**config.mk**
```make
export PLATFORM = sky130hd
export DESIGN_NAME = dcache_refill
export DESIGN_NICKNAME = d
export VERILOG_FILES = /design/src/rtl/dcache_refill_pkg.sv /design/src/rtl/dcache_refill_linebuf.sv /design/src/rtl/dcache_refill.sv
export SDC_FILE = /design/constraint.sdc
export NUM_CORES = 1
export LEC_CHECK = 0
export ABC_AREA = 1
export ABC_CLOCK_PERIOD_IN_PS = 2400
export CORE_ASPECT_RATIO = 0.7
export CORE_MARGIN = 2
export CORE_UTILIZATION = 25
export CTS_CLUSTER_SIZE = 40
export DETAILED_ROUTE_END_ITERATION = 6
export SYNTH_ARGS = -nofsm -noshare
export SYNTH_HDL_FRONTEND = slang
export SYNTH_HIERARCHICAL = 1
export SYNTH_SLANG_ARGS = --single-unit
```
**constraint.sdc**
```tcl
create_clock -name clk -period 2.4 [get_ports clk]
set_clock_uncertainty 0.05 [all_clocks]
set_input_delay 0.36 -clock clk [delete_from_list [all_inputs] [get_ports clk]]
set_output_delay 0.36 -clock clk [all_outputs]
set_load 0.01 [all_outputs]
```
**src/rtl/dcache_refill_pkg.sv**
```systemverilog
// Shared widths and FSM encoding for the dcache miss/refill controller.
package dcache_refill_pkg;

  localparam int unsigned DCACHE_TAG_WIDTH  = 20;
  localparam int unsigned DCACHE_IDX_WIDTH  = 8;
  localparam int unsigned DCACHE_DATA_WIDTH = 256;
  localparam int unsigned DCACHE_BUS_WIDTH  = 64;
  localparam int unsigned DCACHE_OFF_WIDTH  = 5;

  typedef enum logic [2:0] {
    StIdle  = 3'd0,
    StReq   = 3'd1,
    StRecv  = 3'd2,
    StFill  = 3'd3,
    StDone  = 3'd4,
    StDrain = 3'd5
  } refill_state_e;

endpackage

```
**src/rtl/dcache_refill_linebuf.sv**
```systemverilog
// Line assembly buffer: collects bus beats into a full cache line and tracks the beat count.
module dcache_refill_linebuf #(
  parameter int unsigned LINE_W = 256,
  parameter int unsigned BUS_W  = 64
) (
  input  logic              clk_i,
  input  logic              rst_ni,
  input  logic              clr_i,
  input  logic              wr_i,
  input  logic [BUS_W-1:0]  dat_i,
  output logic [LINE_W-1:0] line_o,
  output logic              last_o
);

  localparam int unsigned BEATS = LINE_W / BUS_W;
  localparam int unsigned CNT_W = (BEATS > 1) ? $clog2(BEATS) : 1;

  logic [LINE_W-1:0] line_d, line_q;
  logic [CNT_W-1:0]  cnt_d, cnt_q;

  always_comb begin
    line_d = line_q;
    cnt_d  = cnt_q;
    if (clr_i) begin
      line_d = '0;
      cnt_d  = '0;
    end else if (wr_i) begin
      line_d[cnt_q*BUS_W +: BUS_W] = dat_i;
      // Wraps to 0 after the last beat so the next line starts clean.
      cnt_d = cnt_q + CNT_W'(1);
    end
  end

  always_ff @(posedge clk_i or negedge rst_ni) begin
    if (!rst_ni) begin
      line_q <= '0;
      cnt_q  <= '0;
    end else begin
      line_q <= line_d;
      cnt_q  <= cnt_d;
    end
  end

  assign line_o = line_q;
  assign last_o = (cnt_q == CNT_W'(BEATS - 1));

endmodule

```
**src/rtl/dcache_refill.sv**
```systemverilog
// Single-outstanding load-miss refill engine: bus line read, beat assembly, array fill, LSU done.
module dcache_refill
  import dcache_refill_pkg::*;
#(
  parameter int unsigned TAG_W  = DCACHE_TAG_WIDTH,
  parameter int unsigned IDX_W  = DCACHE_IDX_WIDTH,
  parameter int unsigned LINE_W = DCACHE_DATA_WIDTH,
  parameter int unsigned BUS_W  = DCACHE_BUS_WIDTH,
  parameter int unsigned OFF_W  = DCACHE_OFF_WIDTH
) (
  input  logic                     clk,
  input  logic                     rst_n,
  input  logic                     i_miss_vld,
  output logic                     o_miss_rdy,
  input  logic [TAG_W-1:0]         i_miss_tag,
  input  logic [IDX_W-1:0]         i_miss_idx,
  input  logic                     i_flush,
  output logic                     o_mem_req_vld,
  input  logic                     i_mem_req_rdy,
  output logic [TAG_W+IDX_W+OFF_W-1:0] o_mem_req_addr,
  input  logic                     i_mem_rsp_vld,
  input  logic [BUS_W-1:0]         i_mem_rsp_dat,
  input  logic                     i_mem_rsp_err,
  output logic                     o_dcache_wren,
  output logic [IDX_W-1:0]         o_dcache_widx,
  output logic [TAG_W-1:0]         o_dcache_wtag,
  output logic [LINE_W-1:0]        o_dcache_wdat,
  output logic                     o_done_vld,
  output logic                     o_done_err
);

  refill_state_e    state_d, state_q;
  logic [TAG_W-1:0] tag_d, tag_q;
  logic [IDX_W-1:0] idx_d, idx_q;
  logic             err_d, err_q;
  logic             lb_clr, lb_wr, lb_last;

  dcache_refill_linebuf #(
    .LINE_W(LINE_W),
    .BUS_W (BUS_W)
  ) u_linebuf (
    .clk_i (clk),
    .rst_ni(rst_n),
    .clr_i (lb_clr),
    .wr_i  (lb_wr),
    .dat_i (i_mem_rsp_dat),
    .line_o(o_dcache_wdat),
    .last_o(lb_last)
  );

  always_comb begin
    state_d       = state_q;
    tag_d         = tag_q;
    idx_d         = idx_q;
    err_d         = err_q;
    lb_clr        = 1'b0;
    lb_wr         = 1'b0;
    o_miss_rdy    = 1'b0;
    o_mem_req_vld = 1'b0;
    o_dcache_wren = 1'b0;
    o_done_vld    = 1'b0;

    unique case (state_q)
      StIdle: begin
        o_miss_rdy = 1'b1;
        if (i_miss_vld) begin
          tag_d   = i_miss_tag;
          idx_d   = i_miss_idx;
          err_d   = 1'b0;
          lb_clr  = 1'b1;
          state_d = StReq;
        end
      end
      StReq: begin
        o_mem_req_vld = 1'b1;
        // A flush racing the accept still leaves beats in flight, so they must be drained.
        if (i_mem_req_rdy) begin
          state_d = i_flush ? StDrain : StRecv;
        end else if (i_flush) begin
          state_d = StIdle;
        end
      end
      StRecv: begin
        if (i_mem_rsp_vld) begin
          lb_wr = 1'b1;
          err_d = err_q | i_mem_rsp_err;
          if (lb_last) begin
            state_d = i_flush ? StIdle : (err_d ? StDone : StFill);
          end else if (i_flush) begin
            state_d = StDrain;
          end
        end else if (i_flush) begin
          state_d = StDrain;
        end
      end
      StFill: begin
        o_dcache_wren = 1'b1;
        state_d       = StDone;
      end
      StDone: begin
        o_done_vld = 1'b1;
        state_d    = StIdle;
      end
      StDrain: begin
        if (i_mem_rsp_vld) begin
          lb_wr = 1'b1;
          if (lb_last) begin
            state_d = StIdle;
          end
        end
      end
      default: state_d = StIdle;
    endcase
  end

  always_ff @(posedge clk or negedge rst_n) begin
    if (!rst_n) begin
      state_q <= StIdle;
      tag_q   <= '0;
      idx_q   <= '0;
      err_q   <= 1'b0;
    end else begin
      state_q <= state_d;
      tag_q   <= tag_d;
      idx_q   <= idx_d;
      err_q   <= err_d;
    end
  end

  assign o_mem_req_addr = {tag_q, idx_q, {OFF_W{1'b0}}};
  assign o_dcache_widx  = idx_q;
  assign o_dcache_wtag  = tag_q;
  assign o_done_err     = o_done_vld & err_q;

endmodule
```
### Yosys cells after proc, flatten, opt, wreduce, memory -nomap -nowiden

Index checks and enable logic that the tools add are counted.

* add/sub/neg operators: 2
* eq/ne operators: 11
* shift-type cells: 2
* mux-type cells: 28
* bitwise operators: 2
* reduce and logical (&&, ||, !) cells: 7

Operators with widths (number)
* 256-bit two-way mux: 2
* 256-bit bitwise mux: 1
* 64-bit by 34-bit variable shift with 256-bit output, first input constant: 1
* 64-bit by 34-bit variable part select with 256-bit output: 1
* 8-bit negator with 34-bit output: 1
* 3-bit two-way mux: 11
* 3-bit case mux with 5 select lines: 1
* 1-bit two-way mux: 10
* 2-bit inequality test, second input constant: 4
* 3-bit by 2-bit == test with 1-bit output, second input constant: 2
* 3-bit == test, second input constant: 2
* 2-bit two-way mux: 2
* 4-bit AND reduction: 1
* 2-bit nonzero test: 2
* 3-bit by 1-bit == test with 1-bit output, second input constant: 1
* 3-bit logical NOT: 1
* 3-bit inequality test, second input constant: 1
* 3-bit AND reduction: 1
* 2-bit by 1-bit adder with 2-bit output, second input constant: 1
* 2-bit == test, second input constant: 1
* 1-bit case mux with 2 select lines: 1
* 2-bit AND reduction: 1
* 2-bit OR reduction: 1
* 1-bit bitwise AND: 1
* 1-bit bitwise OR: 1

* register bits after elaboration: 290
* input bits: 99
* output and inout port bits: 322
* word-level logic and storage cells: 58

### Depth between registers and ports, before layout

* depth after elaboration: 6
* gate-level depth with buffers: 11
* mapped depth without buffers: 9

### Hierarchy

Netlist, hierarchy kept.

By module, submodules not included
* dcache_refill_linebuf: times used 1, cells an instance 1575, area each 11981.5 µm², sequential area each 6456.2 µm²
* dcache_refill: times used 1, cells an instance 211, area each 1694.1 µm², sequential area each 800.8 µm²

### Least setup slack after synthesis

Ideal clock, no wire load.

* path kind: register -> register
* from: reg state_q[0]
* to: reg u_linebuf.line_q[213], in the netlist u_linebuf/line_o[213]
* library setup time: 65 ps
* data arrival time: 1692 ps
* data required time: 2285 ps
* setup slack: 593 ps
* cell stages (with the launch flop): 12
* path buffers: 4
* clock period less this slack: 1807 ps
* cell sequence: dfrtp_1 > nor2_2 > nand2_2 > nor2_8 > buf_6 > buf_6 > inv_4 > buf_2 > buf_2 > a21oi_1 > nand2_1 > nand2_1

* elaborated cells between the ends (all ways): 8
* those cells by class: eq/ne (2); mux (3); reduce/logical (3)

RTL lines
* start, declared: line dcache_refill.sv:32 `refill_state_e state_d, state_q;`
* start signal, assigned: line dcache_refill.sv:118 `state_q <= StIdle;`
* start signal, assigned: line dcache_refill.sv:123 `state_q <= state_d;`
* 3-bit logical NOT *: line dcache_refill.sv:63 `unique case (state_q)`
* 1-bit two-way mux *: line dcache_refill.sv:63
* net lb_clr: line dcache_refill.sv:36 `logic lb_clr, lb_wr, lb_last;`
* 256-bit two-way mux / 2-bit nonzero test (equally long branches)
* end signal, assigned: line dcache_refill_linebuf.sv:39 `line_q <= line_d;`
* end, declared: line dcache_refill_linebuf.sv:18 `logic [LINE_W-1:0] line_d, line_q;`

Mark *: on every way through the listed nets, which the timed path passes. The rest lies on a longest branch.
A chain may end at the register's enable or synchronous reset.

### Final worst setup path

* from: reg state_q[1]
* to: out o_mem_req_vld

* cells in the longest elaborated chain, start to end: 2

Ends and longest elaborated chain
* 3-bit by 1-bit == test with 1-bit output: line dcache_refill.sv:63
* 1-bit two-way mux: line dcache_refill.sv:63
* end, declared: line dcache_refill.sv:18 `output logic o_mem_req_vld,`

Every way passes these cells.

==> metrics.txt <==
R2R Setup Slk=0.21 ns; pwr dens=967 nW/µm²; FFs w/ async S/R, synth=1.00; final worst-path cycle share=0.952; DIE HEIGHT=200 µm; post-synth top area share=0.531; met1 usage=0.251; Starting Density=0.254; outcome=finished, final reports clean; # H-tree levels=2; syn_area_per_cell=7.66 µm²; RSZ-0062 raised after global routing=false; Final min period=2.28 ns; Tot GR Track Use=0.189; residual DRC count=0; vias in the first global route=12.7k; measured slew at the worst slew-check pin=0.728 ns; Syn Std Cell Area=13700 µm²; most frequent cells after synthesis=851 x nand2_1, 290 x dfrtp_1, 176 x nand3_1; final WL=55.1 mm; overall power=0.0193 W; flops & latches, synth=290; CP Launch Type=register; largest net degree at the start of global routing=64; ANT cells=0; main area contributors after synthesis=dfrtp_1 53%, nand2_1 23%, nand3_1 6.4%, inv_1 3.2%, nor2_1 3.2%; max capacitance violation total=0; Remaining Overflow, GRT=0; Max VDD drop=0.000513 V; worst path arrival time=1.87 ns; dominant cell type by area after synthesis=dfrtp_1; CP startpoint=state_q[1]$_DFFE_PN0P_; WS Path Type=register to output pin; Post-Synthesis Cells=1786; routability cong.=0.857; Post-synth EDFFs=0; area added between synthesis and finish=45.8%; grt peak-use layer=met2; worst-path maximum fanout=6; max-slew violation count=0; Seq pwr share=0.315; slew margin rel.=0.514; final instance area=19900 µm²; CTS sink count=290; Core Area=53900 µm²; fmax=0.438 GHz; ys flop type=dfrtp_1; static leakage=10.1 nW; Die W=284 µm; IO Pins=421; CTS buffer count=34; initial antenna violation count=1; DRT Pass-1 Iters=5; Critical path destination=o_mem_req_vld; Clock Path Buffers=3; Reg-to-Reg End=u_linebuf/line_o[144]$_DFFE_PN0P_; first-pass GRT wire length=80.4 mm; Clk pwr share=0.295; placed cell area=18700 µm²; post-CTS setup buffer count=0; final core occ=0.370; register clock-pin slew on the reported worst setup and hold paths=0.06 ns; clk_lat worst skew=0.53 ns; CP endpoint kind=output pin; Net Sw Power=0.00717 W; met2 GRT Util=0.299; post-DP HPWL=38.6 mm; Seq/Total Area, Yosys=0.531; most common cell in the synthesized netlist=nand2_1; routed vias/inst=4.42; Worst EP required=1.99 ns; routed length per instance=18.9 µm; CTS tree=done; via count=12.9k; Fill cells=5507; internal power of the cells=0.0121 W; Final Hold Viols=0; Setup Viol. Count Final=0; Starting DRT DRC Count=1161; row count=71; fin nets=2264; multi-input logic area=5160 µm²; Cell variety after synth=29; fraction of layout cells with a size suffix above 1=0.0669; clock root buffer=clkbuf_16; reg2reg start=state_q[0]$_DFFE_PN0P_; Die Footprint=56600 µm²; Yosys warning count=6; Comb pwr share=0.390; switching share of power=0.372; M3 GR Usage=0.0551; reg2reg path depth=11; register area=7260 µm²; post-route ant nets=0; Hold WC Path Type=primary input to register; IO buf count=415
-- power groups by stage --
stage | Combinational [W] | Clock [W] | Sequential (W)
final | 0.00752 | 0.00569 | 0.00606
after global routing | 0.00815 | 0.00608 | 0.00614
after CTS | 0.00759 | 0.00588 | 0.00606
after detailed placement | 0.00757 | 0 | 0.00614
after global placement | 0.00744 | 0 | 0.00613
after floorplan | 0.00372 | 0 | 0.00630
-- timing repair --
| action | CTS | global route |
|---|---|---|
| gates resized for setup | 1 | 3 |
| endpoints found under the hold margin | 55 | 0 |
| cloned | 0 | 1 |
| setup endpoints to repair | 1 | 42 |
| pin swaps | 0 | 1 |
| hold buffers | 1 | 0 |
-- layout make-up --
class,count,area share
inverters,123,0.0235
multi-input cells,1235,0.259
repair buffers,475,0.247
well taps,730,0.0458
clock inverters,8,0.00841
clock buffers,50,0.0524
flip-flops and latches,290,0.364
-- layout by cell type, fill, tap and decap left out, types with 2 or more instances in the layout --
master,Yosys,routed
nor2_1,117,116
inv_2,4,4
clkdlybuf4s50_1,0,413
nand3_1,176,176
a21oi_1,48,48
nand2_1,851,849
dfrtp_1,290,288
bufinv_16,0,5
inv_1,117,117
buf_12,0,25
clkinv_2,0,2
o21ai_0,8,8
nor2_4,3,6
nand2_2,6,6
conb_1,1,5
clkbuf_16,0,37
clkbuf_1,14,6
buf_4,48,34
ha_1,6,4
a21oi_4,2,2
ha_4,0,2
nand2_4,1,3
dfrtp_2,0,2
clkbuf_8,0,7
nor2_2,3,2
-- sequential cells by signal, indices dropped and copies added (netlist names) --
name	cells
u_linebuf/line_o	256
o_dcache_wtag	20
o_dcache_widx	8
state_q	3
u_linebuf/cnt_q	2
err_q	1
-- routing by layer --
metal | wire, µm | vias up
li1 | - | 6162
met1 | 24300 | 6130
met2 | 24900 | 493
met3 | 4820 | 68
met4 | 1120 | 0
met5 | 0 | -
-- per-stage QoR --
| step | worst slack [ns] | hold slack (ns) | setup TNS, ns | std cells |
|---|---|---|---|---|
| finish | 0.115 | 0.317 | 0 | 2911 |
| global route | 0.0410 | 0.298 | 0 | 2911 |
| CTS | 0.0453 | 0.283 | 0 | 2910 |
| detailed placement | -0.0157 | 0.327 | -0.0286 | 2851 |
| global placement | 0.0185 | 0.319 | 0 | 2851 |
| floorplan | 0.593 | 0.0144 | 0 | 1790 |
-- worst min-delay path by stage --
stage | slack [ns] | start | cells past startpoint | to
6_report | 0.32 | i_miss_tag[4] | 3 | o_dcache_wtag[4]$_DFFE_PN0P_
4_1_cts | 0.28 | i_miss_tag[4] | 3 | o_dcache_wtag[4]$_DFFE_PN0P_
5_1_grt | 0.30 | i_miss_tag[10] | 3 | o_dcache_wtag[10]$_DFFE_PN0P_
3_3_place_gp | 0.32 | rst_n | 1 | u_linebuf/line_o[136]$_DFFE_PN0P_
3_5_place_dp | 0.33 | rst_n | 1 | u_linebuf/line_o[136]$_DFFE_PN0P_
2_1_floorplan | 0.01 | rst_n | 0 | err_q$_DFFE_PN0P_
-- worst max-delay path, cell delays in order, from the launching register on --
cell and delay [ns]:
dfrtp_1 0.44, inv_1 0.13, nand3_1 0.13, inv_1 0.11
clkdlybuf4s50_1 0.54
-- cells by family (layout without fill, tap and decap cells) --
logic type               count (synthesis)  after routing  synth area share
AND/OR/NAND/NOR                       1163           1164             0.341
other                                    1              5          0.000274
AO/OA/AOI/OAI                           60             60            0.0238
buffers and inverters                  266            656            0.0987
flip-flops                             290            290             0.531
adder cells (fa/ha/maj)                  6              6           0.00549
No activity file was read; power rests on OpenSTA's default activity.
